$ cat src/rtl/bnn_seq_if.sv
// Frame/launch bus between bnn_seq_ctrl and its neighbours (MFCC front end,
// bnn feature buffer and bnn core).
//
// Handshake semantics: mfcc_valid is a one-cycle strobe and is not stalled by
// mfcc_ready. mfcc_ready only advertises that the sequencer is in FILL and
// will store the next frame; a frame strobed while the sequencer is busy is
// dropped and flagged. mfcc_wr_en/mfcc_wr_addr is a plain write port with no
// back-pressure. bnn_start and bnn_done are single-cycle pulses, and
// bnn_result is qualified by bnn_done.
//
// Signals:
//   mfcc_valid   frame strobe from the MFCC front end
//   mfcc_ready   sequencer is filling and accepting frames
//   mfcc_wr_en   feature buffer write strobe
//   mfcc_wr_addr feature buffer frame slot
//   bnn_start    inference launch pulse
//   bnn_done     inference completion pulse
//   bnn_result   class code, valid with bnn_done
// Modports: master = sequencer side, slave = front end / core side.
interface bnn_seq_if #(
  parameter int ADDR_W = 3
);
  logic              mfcc_valid;
  logic              mfcc_ready;
  logic              mfcc_wr_en;
  logic [ADDR_W-1:0] mfcc_wr_addr;
  logic              bnn_start;
  logic              bnn_done;
  logic [1:0]        bnn_result;

  modport master (
    input  mfcc_valid, bnn_done, bnn_result,
    output mfcc_ready, mfcc_wr_en, mfcc_wr_addr, bnn_start
  );

  modport slave (
    output mfcc_valid, bnn_done, bnn_result,
    input  mfcc_ready, mfcc_wr_en, mfcc_wr_addr, bnn_start
  );
endinterface

$ cat src/rtl/bnn_seq_ctrl.sv
// Frame sequencer for the bnn inference core. Collects WIN_FRAMES MFCC frames
// into the core's feature window, launches one inference per full window,
// waits for completion under a cycle timeout, and smooths the speech decision
// into vad_duration using onset/hangover counters.
//
// Ports:
//   clk, rst_n    clock, asynchronous active-low reset
//   enable        level; low forces IDLE and clears counters and vad_duration
//   err_clr       pulse; clears timeout_err and drop_err (a same-cycle set wins)
//   bus           bnn_seq_if master: MFCC frame strobe, feature buffer write
//                 port, bnn start/done/result
//   result        last accepted class code
//   vad_duration  smoothed speech flag
//   busy          high in RUN or WAIT
//   timeout_err   sticky: WAIT expired without bnn_done
//   drop_err      sticky: frame strobed in RUN or WAIT
//   state_dbg     current FSM state (0 IDLE, 1 FILL, 2 RUN, 3 WAIT)
// All outputs come straight from flops.
module bnn_seq_ctrl #(
  parameter int WIN_FRAMES  = 8,
  parameter int ONSET_CNT   = 2,
  parameter int HANG_FRAMES = 4,
  parameter int TIMEOUT     = 1024
) (
  input  logic       clk,
  input  logic       rst_n,
  input  logic       enable,
  input  logic       err_clr,
  bnn_seq_if.master  bus,
  output logic [1:0] result,
  output logic       vad_duration,
  output logic       busy,
  output logic       timeout_err,
  output logic       drop_err,
  output logic [1:0] state_dbg
);

  localparam int AW = $clog2(WIN_FRAMES);
  localparam logic [AW-1:0] FCNT_LAST = AW'(WIN_FRAMES - 1);
  localparam logic [15:0]   TCNT_LAST = 16'(TIMEOUT - 1);
  localparam logic [3:0]    ONSET_TH  = 4'(ONSET_CNT);
  localparam logic [3:0]    HANG_LOAD = 4'(HANG_FRAMES);

  typedef enum logic [1:0] {
    S_IDLE = 2'd0,
    S_FILL = 2'd1,
    S_RUN  = 2'd2,
    S_WAIT = 2'd3
  } state_t;

  state_t state, next_state;

  logic [AW-1:0] fcnt_q, fcnt_d;
  logic [3:0]    onset_q, onset_d;
  logic [3:0]    hang_q, hang_d;
  logic [15:0]   tcnt_q, tcnt_d;

  logic          ready_q, ready_d;
  logic          wr_en_q, wr_en_d;
  logic [AW-1:0] wr_addr_q, wr_addr_d;
  logic          start_q, start_d;
  logic [1:0]    result_q, result_d;
  logic          vad_q, vad_d;
  logic          busy_q, busy_d;
  logic          terr_q, terr_d;
  logic          drop_q, drop_d;

  logic          timeout_hit;
  logic [3:0]    onset_inc;

  assign timeout_hit = (tcnt_q == TCNT_LAST);
  assign onset_inc   = (onset_q == 4'd15) ? 4'd15 : onset_q + 4'd1;

  // State register
  always_ff @(posedge clk or negedge rst_n) begin
    if (!rst_n) state <= S_IDLE;
    else        state <= next_state;
  end

  // Next-state logic
  always_comb begin
    next_state = state;
    if (!enable) begin
      next_state = S_IDLE;
    end else begin
      case (state)
        S_IDLE: next_state = S_FILL;
        S_FILL: if (bus.mfcc_valid && (fcnt_q == FCNT_LAST)) next_state = S_RUN;
        // RUN holds for the cycle in which bnn_start is high, so WAIT starts
        // the cycle after the launch pulse.
        S_RUN:  if (start_q) next_state = S_WAIT;
        S_WAIT: if (bus.bnn_done || timeout_hit) next_state = S_FILL;
        default: next_state = S_IDLE;
      endcase
    end
  end

  // Output / datapath next values
  always_comb begin
    fcnt_d    = fcnt_q;
    onset_d   = onset_q;
    hang_d    = hang_q;
    tcnt_d    = tcnt_q;
    wr_en_d   = 1'b0;
    wr_addr_d = wr_addr_q;
    start_d   = 1'b0;
    result_d  = result_q;
    vad_d     = vad_q;

    // Ready rises one cycle after FILL is entered and drops as soon as the
    // window-completing frame is seen.
    ready_d = (state == S_FILL) && (next_state == S_FILL);
    busy_d  = (next_state == S_RUN) || (next_state == S_WAIT);

    // Sticky errors: a set in the same cycle as err_clr wins.
    drop_d = (bus.mfcc_valid && ((state == S_RUN) || (state == S_WAIT)))
             || (drop_q && !err_clr);
    terr_d = (enable && (state == S_WAIT) && timeout_hit && !bus.bnn_done)
             || (terr_q && !err_clr);

    if (!enable) begin
      fcnt_d  = '0;
      onset_d = 4'd0;
      hang_d  = 4'd0;
      tcnt_d  = 16'd0;
      vad_d   = 1'b0;
    end else begin
      case (state)
        S_IDLE: fcnt_d = '0;
        S_FILL: begin
          if (bus.mfcc_valid) begin
            wr_en_d   = 1'b1;
            wr_addr_d = fcnt_q;
            fcnt_d    = (fcnt_q == FCNT_LAST) ? '0 : fcnt_q + AW'(1);
          end
        end
        S_RUN: begin
          start_d = !start_q;
          tcnt_d  = 16'd0;
        end
        S_WAIT: begin
          if (bus.bnn_done) begin
            result_d = bus.bnn_result;
            fcnt_d   = '0;
            if (bus.bnn_result == 2'b01) begin
              onset_d = onset_inc;
              hang_d  = HANG_LOAD;
              if (onset_inc >= ONSET_TH) vad_d = 1'b1;
            end else begin
              // Any non-speech code (including reserved 11) eats hangover.
              onset_d = 4'd0;
              if (vad_q) begin
                if (hang_q == 4'd0) vad_d  = 1'b0;
                else                hang_d = hang_q - 4'd1;
              end
            end
          end else if (timeout_hit) begin
            fcnt_d = '0;
          end else begin
            tcnt_d = tcnt_q + 16'd1;
          end
        end
        default: ;
      endcase
    end
  end

  // Output and counter registers
  always_ff @(posedge clk or negedge rst_n) begin
    if (!rst_n) begin
      fcnt_q    <= '0;
      onset_q   <= 4'd0;
      hang_q    <= 4'd0;
      tcnt_q    <= 16'd0;
      ready_q   <= 1'b0;
      wr_en_q   <= 1'b0;
      wr_addr_q <= '0;
      start_q   <= 1'b0;
      result_q  <= 2'b00;
      vad_q     <= 1'b0;
      busy_q    <= 1'b0;
      terr_q    <= 1'b0;
      drop_q    <= 1'b0;
    end else begin
      fcnt_q    <= fcnt_d;
      onset_q   <= onset_d;
      hang_q    <= hang_d;
      tcnt_q    <= tcnt_d;
      ready_q   <= ready_d;
      wr_en_q   <= wr_en_d;
      wr_addr_q <= wr_addr_d;
      start_q   <= start_d;
      result_q  <= result_d;
      vad_q     <= vad_d;
      busy_q    <= busy_d;
      terr_q    <= terr_d;
      drop_q    <= drop_d;
    end
  end

  assign bus.mfcc_ready   = ready_q;
  assign bus.mfcc_wr_en   = wr_en_q;
  assign bus.mfcc_wr_addr = wr_addr_q;
  assign bus.bnn_start    = start_q;
  assign result           = result_q;
  assign vad_duration     = vad_q;
  assign busy             = busy_q;
  assign timeout_err      = terr_q;
  assign drop_err         = drop_q;
  assign state_dbg        = state;

endmodule

$ cat src/flat_wrapper.sv
// flat-port wrapper written by rule: the top's interface ports become plain ports
module bnn_seq_ctrl_flat 
#(
  parameter int WIN_FRAMES  = 8,
  parameter int ONSET_CNT   = 2,
  parameter int HANG_FRAMES = 4,
  parameter int TIMEOUT     = 1024
)
  (clk, rst_n, enable, err_clr, result, vad_duration, busy, timeout_err, drop_err, state_dbg, bus_mfcc_valid, bus_bnn_done, bus_bnn_result, bus_mfcc_ready, bus_mfcc_wr_en, bus_mfcc_wr_addr, bus_bnn_start);
  bnn_seq_if #(.ADDR_W((3))) bus_i ();
  input  logic clk;
  input  logic rst_n;
  input  logic enable;
  input  logic err_clr;
  output logic [1:0] result;
  output logic vad_duration;
  output logic busy;
  output logic timeout_err;
  output logic drop_err;
  output logic [1:0] state_dbg;
  input wire logic [$bits(bus_i.mfcc_valid)-1:0] bus_mfcc_valid;
  input wire logic [$bits(bus_i.bnn_done)-1:0] bus_bnn_done;
  input wire logic [$bits(bus_i.bnn_result)-1:0] bus_bnn_result;
  output wire logic [$bits(bus_i.mfcc_ready)-1:0] bus_mfcc_ready;
  output wire logic [$bits(bus_i.mfcc_wr_en)-1:0] bus_mfcc_wr_en;
  output wire logic [$bits(bus_i.mfcc_wr_addr)-1:0] bus_mfcc_wr_addr;
  output wire logic [$bits(bus_i.bnn_start)-1:0] bus_bnn_start;
  assign bus_i.mfcc_valid = bus_mfcc_valid;
  assign bus_i.bnn_done = bus_bnn_done;
  assign bus_i.bnn_result = bus_bnn_result;
  assign bus_mfcc_ready = bus_i.mfcc_ready;
  assign bus_mfcc_wr_en = bus_i.mfcc_wr_en;
  assign bus_mfcc_wr_addr = bus_i.mfcc_wr_addr;
  assign bus_bnn_start = bus_i.bnn_start;
  bnn_seq_ctrl #(.WIN_FRAMES(WIN_FRAMES), .ONSET_CNT(ONSET_CNT), .HANG_FRAMES(HANG_FRAMES), .TIMEOUT(TIMEOUT)) u_core (.clk(clk), .rst_n(rst_n), .enable(enable), .err_clr(err_clr), .bus(bus_i), .result(result), .vad_duration(vad_duration), .busy(busy), .timeout_err(timeout_err), .drop_err(drop_err), .state_dbg(state_dbg));
endmodule
$ cat config.mk
export PLATFORM = sky130hd
export DESIGN_NAME = bnn_seq_ctrl_flat
export DESIGN_NICKNAME = d
export VERILOG_FILES = /design/src/rtl/bnn_seq_if.sv /design/src/rtl/bnn_seq_ctrl.sv /design/src/flat_wrapper.sv
export SDC_FILE = /design/constraint.sdc
export NUM_CORES = 1
export LEC_CHECK = 0
export ABC_AREA = 1
export ABC_CLOCK_PERIOD_IN_PS = 3050
export CAP_MARGIN = 20
export CORE_ASPECT_RATIO = 1.1
export CORE_UTILIZATION = 55
export CTS_CLUSTER_SIZE = 12
export DETAILED_ROUTE_END_ITERATION = 8
export HOLD_SLACK_MARGIN = 0.15
export PLACE_DENSITY = 0.8
export SLEW_MARGIN = 25
export SYNTH_ARGS = -nofsm -noshare
export SYNTH_HDL_FRONTEND = slang
export SYNTH_SLANG_ARGS = --single-unit
$ cat constraint.sdc
create_clock -name clk -period 3.05 [get_ports clk]
set_clock_uncertainty 0.1 [all_clocks]
set_input_delay 0.7625 -clock clk [delete_from_list [all_inputs] [get_ports clk]]
set_output_delay 0.7625 -clock clk [all_outputs]
set_load 0.1 [all_outputs]
==> flow_metrics.env <==
export IMPL_seq_area_frac_synth_pct=42.4
export IMPL_worstMarginPinSlew_ns=0.867
export IMPL_synth_top_family_by_area="simple AND/OR/NAND/NOR gates"
export IMPL_dr_first_iter_drc_count=151
export IMPL_post_synth_top_count_cell="nand2_1"
export IMPL_clk_pin_slew_worst_paths_ns=0.08
export IMPL_rr_worst_depth=8
export IMPL_cts_resized=0
export IMPL_p_int_uw=778
export IMPL_syn_nets=335
export IMPL_fmax_ghz=0.433
export IMPL_maxCapViolCount=0
export IMPL_async_flop_share_pct=100
export IMPL_ys_ff_latch=40
export IMPL_dr_pass1_iters=4
export IMPL_hold_end="u_core.bus.mfcc_wr_addr[1]"
export IMPL_rsz0062_at_grt="no"
export IMPL_seqPwrFrac_pct=51.6
export IMPL_yosysTopAreaCellShare_pct=42.4
export IMPL_p_leak_nw=1.36
export IMPL_viasPerCell=5.35
export IMPL_p_per_area_mw_per_mm2=411
export IMPL_overflow=0
export IMPL_hp_class="flop to flop"
export IMPL_drtAntennaViolNets=0
export IMPL_min_period_over_period_pct=75.7
export IMPL_finalHoldViolCount=0
export IMPL_first_global_vias=1932
export IMPL_synth_adder_area_share_pct=2.65
export IMPL_timing_rr_end="u_core.tcnt_q[3]"
export IMPL_worst_ep_arrival_time_ns=2.43
export IMPL_antenna_found_initial=0
export IMPL_yosys_cell_types_count=35
export IMPL_critical_path_max_fanout=20
export IMPL_synth_edf_count=0
export IMPL_ir_drop_mv=0.313
export IMPL_grt_start_max_net_pins=41
export IMPL_via_count=2128
export IMPL_finalSetupTns_ns=0
export IMPL_place_hpwl_mm=3.58
export IMPL_ys_warn_count=0
export IMPL_hold_start="u_core.bus.mfcc_wr_addr[1]"
export IMPL_cts_root_buf="clkbuf_8"
export IMPL_drive_above_1_share_pct=11.3
export IMPL_synth_compound_area_share_pct=8.80
export IMPL_core_area_sq_mm=0.00402
export IMPL_slew_headroom_pct=42.2
export IMPL_outcome="finished, final reports clean"
export IMPL_synth_xor_area_share_pct=1.85
export IMPL_totalWireLength_mm=4.92
export IMPL_power_frac_clock_pct=33.1
export IMPL_diodes=0
export IMPL_comb_power_share_pct=15.3
export IMPL_fin_crit_ns=2.31
export IMPL_syn_area_per_cell_sq_um=7.33
export IMPL_postPlaceCellArea_sq_mm=0.00256
export IMPL_cts_htree_levels=2
export IMPL_die_w_um=64.5
export IMPL_yosys_top_cells_area="dfrtp_1 42%, nand2_1 15%, nand3_1 7.2%, inv_1 6.7%, nor2_1 5.7%"
export IMPL_stdcell_count=398
export IMPL_crit_type="primary input to flop"
export IMPL_port_buffers=21
export IMPL_dieArea_sq_mm=0.00456
export IMPL_cts_tree="built"
export IMPL_cts_sinks=40
export IMPL_whs_path_depth=2
export IMPL_critPathLaunchType="primary input"
export IMPL_multiInputGateArea_sq_mm=0.00113
export IMPL_globalplace_congestion=0.880
export IMPL_start_util_pct=58.7
export IMPL_use_met3_pct=4.35
export IMPL_nFillCells=368
export IMPL_fin_util_pct=65.9
export IMPL_synth_top_flop_cell="dfrtp_1"
export IMPL_setup_viol=0
export IMPL_crit_required_ns=3.17
export IMPL_busiest_layer="met2"
export IMPL_p_sw_uw=312
export IMPL_cts_buffer_depth=2
export IMPL_syn_to_final_growth_pct=12.3
export IMPL_r2r_start="u_core.tcnt_q[0]"
export IMPL_track_usage_pct=23.9
export IMPL_grt_pass1_wl_mm=8.36
export IMPL_met2_usage_pct=37.3
export IMPL_drc=0
export IMPL_worstSkewPairLatency_ns=0.29
export IMPL_cts_buffers=5
export IMPL_grtUsageMet1_pct=31.9
export IMPL_p_sw_share_pct=28.6
export IMPL_ios=22
export IMPL_die_y_um=70.7
export IMPL_rows=24
export IMPL_fin_area_sq_mm=0.00265
export IMPL_hold_slack_ns=0.381
export IMPL_maxSlewViolCount=0
export IMPL_cts_setup_buffers=0
export IMPL_rrSetupSlack_ns=0.85
export IMPL_syn_area_sq_mm=0.00236
export IMPL_dp_cells=390
export IMPL_yosysTopAreaCell="dfrtp_1"
export IMPL_cts_hold_buf=0
export IMPL_syn_inst=322
export IMPL_yosys_area_share_simple_pct=33.9
export IMPL_seq_area_sq_mm=0.00100
export IMPL_wire_per_inst_um=12.4
export IMPL_muxShareOfSynthArea_pct=0.477
export IMPL_final_nets=358
export IMPL_critPathCaptureType="flop"
export IMPL_synth_common_cells="93 x nand2_1, 42 x inv_1, 40 x dfrtp_1, 36 x nor2_1, 34 x nand3_1"
## worst max path at each step
stage	from	to	slack, ns	depth (start not counted)
floorplan	u_core.state_dbg[1]	state_dbg[1]	0.76	1
global placement	enable	u_core.tcnt_q[4]	0.52	9
detailed placement	enable	u_core.tcnt_q[3]	0.45	9
CTS	enable	u_core.tcnt_q[3]	0.75	9
global route	enable	u_core.tcnt_q[4]	0.55	9
finish	enable	u_core.tcnt_q[3]	0.74	9
## power by group through the flow
| stage | Sequential [mW] | Combinational (mW) | Clock [mW] |
|---|---|---|---|
| final | 0.562 | 0.167 | 0.361 |
| after detailed placement | 0.573 | 0.168 | 0 |
| after CTS | 0.562 | 0.169 | 0.372 |
| after global routing | 0.564 | 0.184 | 0.389 |
| after global placement | 0.572 | 0.166 | 0 |
| after floorplan | 0.614 | 0.0803 | 0 |
## layout by cell type (no fill, tap or decap), drive strengths merged, types with 3 or more instances in the layout
| cell type | count |
|---|---|
| dfrtp | 40 |
| inv | 47 |
| nor3 | 7 |
| nor2 | 37 |
| buf | 17 |
| nand3 | 34 |
| o22ai | 3 |
| clkbuf | 6 |
| ha | 5 |
| nand4 | 6 |
| clkdlybuf4s50 | 6 |
| xor2 | 4 |
| nand2 | 97 |
| a21oi | 6 |
| o21ai | 18 |
## stage by stage
| stage | setup WS (ns) | total power [mW] |
|---|---|---|
| global route | 0.550 | 1.14 |
| CTS | 0.755 | 1.10 |
| finish | 0.743 | 1.09 |
| global placement | 0.522 | 0.737 |
| detailed placement | 0.448 | 0.740 |
| floorplan | 0.760 | 0.694 |
## registers in the layout, summed over array words and instances, names as in the netlist, 2 cells and up
name                     flops
u_core.bus.mfcc_wr_addr      3
u_core.fcnt_q                3
u_core.hang_q                4
u_core.onset_q               4
u_core.result                2
u_core.state_dbg             2
u_core.tcnt_q               16
## critical path, cell delays in order
cell	delay [ns]
clkdlybuf4s50_1	0.44
inv_2	0.10
buf_4	0.19
nor2_8	0.06
a21oi_2	0.14
nand2_2	0.24
inv_2	0.27
nand3_1	0.11
o21ai_1	0.09
## logic make-up after synthesis
| kind of cell | after synthesis |
|---|---|
| XOR/XNOR | 5 |
| buffers and inverters | 54 |
| adder cells (fa/ha/maj) | 5 |
| flip-flops | 40 |
| multiplexers | 1 |
| AND/OR/NAND/NOR | 183 |
| AO/OA/AOI/OAI | 34 |
## layer usage
metal  part of all wire (%)  vias up
met3                    5.0        8
met1                     47      967
met5                      0        -
met4                    1.9        0
met2                     46       75
li1                       -     1078
## final cells by class
type,count,share of cell area (%)
Clock buffer,6,3.11
Clock inverter,2,0.378
Inverter,47,6.84
Multi-Input combinational cell,228,42.5
Sequential cell,40,37.8
Tap cell,52,2.45
Timing Repair Buffer,23,6.98
(Power assumes the default switching activity.)
